`config.mk`:
```
export PLATFORM = sky130hd
export DESIGN_NAME = vc_sched_ctrl
export DESIGN_NICKNAME = d
export VERILOG_FILES = /design/src/rtl/vc_sched_pkg.sv /design/src/rtl/vc_sched_ctrl_wrr_grant.sv /design/src/rtl/vc_sched_ctrl.sv
export SDC_FILE = /design/constraint.sdc
export NUM_CORES = 1
export LEC_CHECK = 0
export CORE_ASPECT_RATIO = 0.75
export CORE_MARGIN = 8
export CORE_UTILIZATION = 28
export DETAILED_ROUTE_END_ITERATION = 10
export GPL_TIMING_DRIVEN = 0
export MAX_ROUTING_LAYER = met4
export PLACE_DENSITY = 0.56
export SLEW_MARGIN = 20
export SYNTH_ARGS = -nofsm -noshare
export SYNTH_HDL_FRONTEND = slang
export SYNTH_SLANG_ARGS = --single-unit
```
`constraint.sdc`:
```
create_clock -name clk -period 4.25 [get_ports clk]
set_clock_uncertainty 0.2 [all_clocks]
set_input_delay 0.85 -clock clk [delete_from_list [all_inputs] [get_ports clk]]
set_output_delay 0.85 -clock clk [all_outputs]
set_load 0.02 [all_outputs]
```
`src/rtl/vc_sched_pkg.sv`:
```
// vc_sched_pkg: shared encodings for the VC scheduler controller
package vc_sched_pkg;
    typedef enum logic [2:0] {
        RESET  = 3'd0,
        INIT   = 3'd1,
        IDLE   = 3'd2,
        ACTIVE = 3'd3,
        ERROR  = 3'd4
    } state_t;
    localparam logic VC0 = 1'b0;
    localparam logic VC1 = 1'b1;
    localparam int CRW = 4;
endpackage

```
`src/rtl/vc_sched_ctrl_wrr_grant.sv`:
```
// wrr_grant: weighted round-robin pop selection with pointer/credit registers
module wrr_grant
    import vc_sched_pkg::*;
#(
    parameter int W0 = 3,
    parameter int W1 = 1
) (
    input  logic clk,
    input  logic reset_L,
    input  logic en,
    input  logic clr,
    input  logic vc0_empty,
    input  logic vc1_empty,
    output logic rd0,
    output logic rd1
);
    logic ptr, ptr_n, cur_empty, oth_empty, sw, g_cur, g_oth;
    logic [CRW-1:0] cr, cr_n, w;
    // pick the current VC until its credit is spent, then hand over to the other
    always_comb begin
        w         = ptr == VC1 ? CRW'(W1) : CRW'(W0);
        cur_empty = ptr == VC1 ? vc1_empty : vc0_empty;
        oth_empty = ptr == VC1 ? vc0_empty : vc1_empty;
        sw        = cur_empty || cr >= w;
        g_oth     = sw && !oth_empty;
        g_cur     = !cur_empty && !g_oth;
        ptr_n     = g_oth ? ~ptr : ptr;
        cr_n      = (g_oth || (sw && g_cur)) ? CRW'(1) : g_cur ? cr + CRW'(1) : cr;
        rd0       = en && (g_cur || g_oth) && ptr_n == VC0;
        rd1       = en && (g_cur || g_oth) && ptr_n == VC1;
    end
    // credit/pointer advance only on granted cycles; reconfiguration clears credit
    always_ff @(posedge clk or negedge reset_L) begin
        if (!reset_L) begin
            ptr <= VC0;
            cr  <= '0;
        end else if (clr) begin
            cr  <= '0;
        end else if (en) begin
            ptr <= ptr_n;
            cr  <= cr_n;
        end
    end
endmodule

```
`src/rtl/vc_sched_ctrl.sv`:
```
// vc_sched_ctrl: config FSM, threshold distribution and WRR pop of VC0/VC1
module vc_sched_ctrl
    import vc_sched_pkg::*;
#(
    parameter int BW  = 6,
    parameter int LEN = 4,
    parameter int W0  = 3,
    parameter int W1  = 1
) (
    input  logic           clk,
    input  logic           reset_L,
    input  logic           init,
    input  logic [LEN-1:0] umbral_bajo_in,
    input  logic [LEN-1:0] umbral_alto_in,
    input  logic           vc0_empty,
    input  logic           vc1_empty,
    input  logic [BW-1:0]  vc0_data,
    input  logic [BW-1:0]  vc1_data,
    input  logic           dst0_almost_full,
    input  logic           dst1_almost_full,
    input  logic           fifo_error,
    output logic           vc0_rd,
    output logic           vc1_rd,
    output logic [BW-1:0]  data_out,
    output logic           valid_out,
    output logic [LEN-1:0] umbral_bajo,
    output logic [LEN-1:0] umbral_alto,
    output logic [2:0]     state,
    output logic           idle_out,
    output logic           error_out
);
    state_t st, nxt;
    logic   en;
    assign state = st;
    assign en    = st == ACTIVE && !init && !fifo_error && !(dst0_almost_full || dst1_almost_full);
    wrr_grant #(.W0(W0), .W1(W1)) u_wrr (
        .clk       (clk),
        .reset_L   (reset_L),
        .en        (en),
        .clr       (init),
        .vc0_empty (vc0_empty),
        .vc1_empty (vc1_empty),
        .rd0       (vc0_rd),
        .rd1       (vc1_rd)
    );
    // next state: error beats init beats the idle/active traffic moves
    always_comb begin
        nxt = st == RESET                                  ? INIT   :
              (fifo_error || st == ERROR)                  ? ERROR  :
              init                                         ? INIT   :
              st == INIT                                   ? IDLE   :
              (st == IDLE && !(vc0_empty && vc1_empty))    ? ACTIVE :
              (st == ACTIVE && vc0_empty && vc1_empty)     ? IDLE   : st;
    end
    // FSM state, status flags and threshold registers
    always_ff @(posedge clk or negedge reset_L) begin
        if (!reset_L) begin
            st          <= RESET;
            idle_out    <= 1'b0;
            error_out   <= 1'b0;
            umbral_bajo <= '0;
            umbral_alto <= '0;
        end else begin
            st        <= nxt;
            idle_out  <= nxt == IDLE;
            error_out <= nxt == ERROR;
            if (st == INIT && init && !fifo_error) begin
                umbral_bajo <= umbral_bajo_in;
                umbral_alto <= umbral_alto_in;
            end
        end
    end
    // register the popped word one cycle after the pop
    always_ff @(posedge clk or negedge reset_L) begin
        if (!reset_L) begin
            data_out  <= '0;
            valid_out <= 1'b0;
        end else begin
            valid_out <= vc0_rd || vc1_rd;
            if (vc0_rd) data_out <= vc0_data;
            else if (vc1_rd) data_out <= vc1_data;
        end
    end
endmodule

```
Word level (Yosys, flattened, before mapping)
Index checks and enable logic that the tools add are counted.
{ "word_totals": {"regBits": 25, "output_inout_bits": 22, "inputBits": 28} }
{ "classes": {"n_reduce_logical": 34, "eq_ne": 6, "add_sub_neg": 1, "muxes": 16, "bitwise_logic": 3, "magnitude_cmp": 1} }
{ "op_table": {"columns": ["op", "n"], "rows": [
  ["3-bit 2-to-1 mux", 6],
  ["4-bit 2-to-1 mux", 4],
  ["1-bit logical AND", 15],
  ["6-bit 2-to-1 mux", 2],
  ["3-bit by 2-bit == test with 1-bit output, second input constant", 3],
  ["1-bit logical NOT", 7],
  ["3-bit == test, second input constant", 2],
  ["1-bit logical OR", 6],
  ["4-bit by 1-bit adder with 4-bit output, second input constant", 1],
  ["4-bit greater-or-equal comparator", 1],
  ["2-bit AND reduction", 2],
  ["2-bit nonzero test", 2],
  ["3-bit by 1-bit == test with 1-bit output, second input constant", 1],
  ["3-bit logical NOT", 1],
  ["1-bit 2-to-1 mux", 3],
  ["1-bit inverter", 3],
  ["3-bit nonzero test", 1],
  ["2-bit 2-to-1 mux", 1]
]} }

Depth between registers and ports, before layout
{ "logic_depth": {"word_depth": 11, "depth_mapped": 6} }

Cells and area by module
A second synthesis with hierarchy kept.
{ "unflattened": {"hier_cells": 105, "hier_area_um2": 1206.2} }
{ "by_module_without_submodules": {"columns": ["module", "instances", "cells_per_inst", "area_each_um2", "seq_area_each_um2"], "rows": [
  ["vc_sched_ctrl", 1, 72, 867.1, 500.5],
  ["wrr_grant", 1, 33, 339.1, 125.1]
]} }

Worst setup path after synthesis
No wires, ideal clock.
{ "synth_path": {"path_type": "in2out", "startpoint": "in init", "endpoint": "out vc1_rd", "stages": 5, "required_ps": 3200, "path_slack_ps": 991, "t_arrival_ps": 2209, "n_path_buf": 2, "path_cell_list": "buf_6 -> nor4b_4 -> nand3_4 -> clkbuf_1 -> nor3_1"} }
{ "synth_between": {"elab_chain_cells": 6} }
{ "synth_lines": {"columns": ["element", "line", "source"], "rows": [
  ["start: declaration", "vc_sched_ctrl.sv:12", "input logic init,"],
  ["1-bit logical NOT", "vc_sched_ctrl.sv:35", "assign en = st == ACTIVE && !init && !fifo_error && !(dst0_almost_full || dst1_almost_full);"],
  ["1-bit logical AND (3 in series)", "vc_sched_ctrl.sv:35", null],
  ["1-bit logical AND (2 in series)", "vc_sched_ctrl_wrr_grant.sv:30", "rd1 = en && (g_cur || g_oth) && ptr_n == VC1;"],
  ["end: declaration", "vc_sched_ctrl.sv:23", "output logic vc1_rd,"]
]} }
No other way between the ends.

Worst setup path after layout
{ "layout_path": {"startpoint": "in vc0_empty", "endpoint": "out vc0_rd"} }
{ "layout_between": {"elab_chain_cells": 8} }
{ "layout_lines": {"columns": ["element", "line", "source"], "rows": [
  ["start: declaration", "vc_sched_ctrl.sv:15", "input logic vc0_empty,"],
  ["1-bit 2-to-1 mux (on tied branches)", "vc_sched_ctrl_wrr_grant.sv:22, vc_sched_ctrl_wrr_grant.sv:23", null],
  ["1-bit logical OR / 1-bit logical NOT (equally long branches)", "vc_sched_ctrl_wrr_grant.sv:24, vc_sched_ctrl_wrr_grant.sv:25", null],
  ["1-bit logical AND", "vc_sched_ctrl_wrr_grant.sv:25", "g_oth = sw && !oth_empty;"],
  ["1-bit logical NOT", "vc_sched_ctrl_wrr_grant.sv:26", "g_cur = !cur_empty && !g_oth;"],
  ["1-bit logical AND", "vc_sched_ctrl_wrr_grant.sv:26", null],
  ["1-bit logical OR", "vc_sched_ctrl_wrr_grant.sv:29", "rd0 = en && (g_cur || g_oth) && ptr_n == VC0;"],
  ["1-bit logical AND", "vc_sched_ctrl_wrr_grant.sv:29", null],
  ["1-bit logical AND (*)", "vc_sched_ctrl_wrr_grant.sv:29", null],
  ["end: declaration", "vc_sched_ctrl.sv:22", "output logic vc0_rd,"]
]} }
Every way passes the cells marked *; elsewhere a longest branch is shown, timed or not.

==> impl_metrics.py <==
metrics = {
    "outcome": {
        "status": "complete, no violations",
    },
    "clock_tree": {
        "cts_buffer_depth": 2,
        "root_buffer": "clkbuf_8",
        "clock_latency_ns": 0.27,
        "cts_setup_buffers": 0,
        "ctsHtreeMaxLevel": 1,
        "clock-sinks": 25,
        "numCtsBuffers": 3,
        "cts.clk_slew.worst_paths_ns": 0.09,
        "cts_tree": "done",
    },
    "cells_and_area": {
        "instances_no_fill": 227,
        "area_growth_pct": 46.6,
        "multi_input_area_um2": 637,
        "regArea_um2": 626,
        "finalNetCount": 201,
        "fillerInstances": 429,
        "layout-drive-gt1-share_pct": 13.5,
        "antenna_cells": 0,
    },
    "grt": {
        "use_met2_pct": 16.5,
        "grt_util_met1_pct": 12.4,
        "use_met3_pct": 2.69,
        "grt_usage_pct": 10.3,
        "grt_pass1_vias": 1127,
        "grt_busiest_layer": "met2",
        "grt_pass1_wl_um": 5580,
        "antenna_found_initial": 0,
        "grt_max_degree": 26,
        "overflow": 0,
    },
    "hold_path": {
        "min_path_type": "reg2reg",
        "min_from": "umbral_bajo[2]$_DFFE_PN0P_",
    },
    "drt": {
        "drt-pass1-iter-count": 4,
        "num_vias": 1117,
        "first_iter_violations": 76,
        "routed_wl_um": 3490,
        "viasPerCell": 4.92,
        "remaining_drc_errors": 0,
        "final_antenna_net_count": 0,
        "wire_per_inst_um": 15.4,
    },
    "worst_setup_path": {
        "critPathCaptureType": "output pin",
        "critPathKind": "in2out",
        "cp-start-kind": "input port",
        "cp.arrival_ns": 3.05,
        "crit_path_start": "vc0_empty",
        "cp.required_ns": 3.20,
        "path_max_fanout": 8,
        "r2r_start": "u_wrr.cr[1]$_DFFE_PN0P_",
    },
    "placement": {
        "post-dp-hpwl_um": 2730,
        "numPlacedInstances": 224,
        "gp_congestion": 0.806,
        "port_buffers": 48,
    },
    "pwr": {
        "p_leak_nw": 0.761,
        "p_per_area_nw_per_um2": 381,
        "vdd.ir_drop.worst_v": 0.000233,
        "total_power_mw": 0.719,
    },
    "timing": {
        "whs_ns": 0.310,
        "report.final.setup_viol": 0,
        "grt_setup_unrepaired": "false",
        "worstMarginPinSlew_ns": 0.548,
        "finalHoldViolCount": 0,
        "period_needed_ns": 4.10,
        "max_slew_margin_pct": 63.5,
        "clock.fmax_mhz": 244,
        "period_share_pct": 96.4,
        "final_max_slew_viol_count": 0,
    },
    "logic_synthesis": {
        "synth_edf_count": 0,
        "synth_top_area_share_pct": 48.6,
        "ys_ff_latch": 25,
        "yosysWarnings": 0,
        "synthDistinctLibCells": 33,
        "syn-num-nets": 149,
        "yosysMostFrequentCell": "dfrtp_1",
        "synthesis.area_um2": 1290,
        "syn_area_per_cell_um2": 10.8,
        "yosys-top-cells-count": "25 x dfrtp_1, 12 x nor2_1, 10 x mux2_2, 10 x nor3_1, 8 x nand2_1",
        "synthTopCellsByArea": "dfrtp_1 49%, mux2_2 8.8%, a2111oi_0 4.1%",
        "async_flop_share_pct": 100,
        "netlist_instances": 119,
        "ys_seq_area_share_pct": 48.6,
        "synth_top_area_cell": "dfrtp_1",
        "synth_flop_cell": "dfrtp_1",
    },
    "floorplan": {
        "fp.dieH_um": 74.7,
        "fp-row-count": 21,
        "core_um2": 4440,
        "io_pins": 50,
        "dieArea_um2": 7040,
        "start_util_pct": 29.0,
        "die_w_um": 94.3,
    },
    "flow_run": {
        "maxCapViolCount": 0,
    },
}
-- cell type report --
type                    count  share of cell area [%]
clock inverters             1                   0.265
well taps                  57                    3.78
clock buffers               3                    2.19
flip-flops and latches     25                    33.2
repair buffers             48                    25.2
plain buffers               2                   0.796
inverters                   4                   0.796
multi-input cells          87                    33.8
-- layout by cell type, fill, tap and decap left out, types with 2 or more instances in the layout --
master / synthesis / routed
clkdlybuf4s50_1: 0 / 47
dfrtp_1: 25 / 25
nor2_1: 12 / 12
mux2_2: 10 / 10
nor3_1: 10 / 10
nand2_1: 8 / 8
nor4_1: 7 / 7
a2111oi_0: 6 / 6
a21oi_1: 4 / 4
inv_1: 3 / 3
nand3_1: 3 / 3
nor2b_1: 3 / 3
nand2b_1: 3 / 3
clkbuf_8: 0 / 3
a31oi_1: 2 / 2
a211o_1: 2 / 2
ha_1: 2 / 2
-- final timing paths --
path	to	slack (ns)	cells past startpoint
worst min register to register	umbral_bajo[2]$_DFFE_PN0P_	0.31	1
worst max-delay path	vc0_rd	0.15	6
max in group asynchronous	state[0]$_DFF_PN0_	3.13	1
min in group asynchronous	umbral_alto[3]$_DFFE_PN0P_	0.35	1
worst min-delay path	umbral_bajo[2]$_DFFE_PN0P_	0.31	1
worst max register to register	data_out[5]$_DFFE_PN0P_	1.93	5
-- state kept, by name (all words and copies together), names as in the netlist --
register	flops
error_out	1
umbral_alto	4
umbral_bajo	4
valid_out	1
u_wrr.cr	4
data_out	6
u_wrr.ptr	1
state	3
idle_out	1
-- power breakdown --
group          internal (mW)  switching, mW  total, mW  leakage, nW
clock network         0.0656         0.0769      0.143       0.0255
registers              0.282         0.0306      0.313        0.336
logic                  0.145          0.118      0.263        0.399
total                  0.493          0.226      0.719        0.761
-- metrics by stage --
| step | instance area, µm² | setup TNS (ns) | setup slack (ns) | util, % |
|---|---|---|---|---|
| after floorplan | 1290 | 0 | 0.991 | - |
| after global placement | 1840 | 0 | 0.00569 | 41.4 |
| after detailed placement | 1830 | -0.0444 | -0.0444 | 41.3 |
| after CTS | 1880 | 0 | 0.0716 | 42.4 |
| after global routing | 1890 | 0 | 0.00194 | 42.5 |
| final | 1890 | 0 | 0.153 | 42.5 |
-- critical path: stages --
cell	delay [ns]
clkdlybuf4s50_1	0.55
a211o_1	0.35
mux2i_2	0.43
nor2_1	0.13
nor2_1	0.12
clkdlybuf4s50_1	0.62
-- what timing repair did --
item	CTS	global route
gates resized for setup	1	1
hold buffers	0	0
setup endpoints to repair	1	2
-- layer usage --
metal	wire, µm	vias to the layer above
met5	0	-
met2	1660	31
met1	1560	528
met4	42	0
li1	-	554
met3	233	4
-- cell families after synthesis --
logic type / Yosys count / share of synthesized area, %
AND/OR/NAND/NOR: 52 / 23.1
flip-flops: 25 / 48.6
AO/OA/AOI/OAI: 21 / 13.5
multiplexers: 11 / 9.53
buffers and inverters: 7 / 2.63
adder cells (fa/ha/maj): 2 / 1.95
XOR/XNOR: 1 / 0.681
Note: power is estimated with default switching activity, not from simulation.
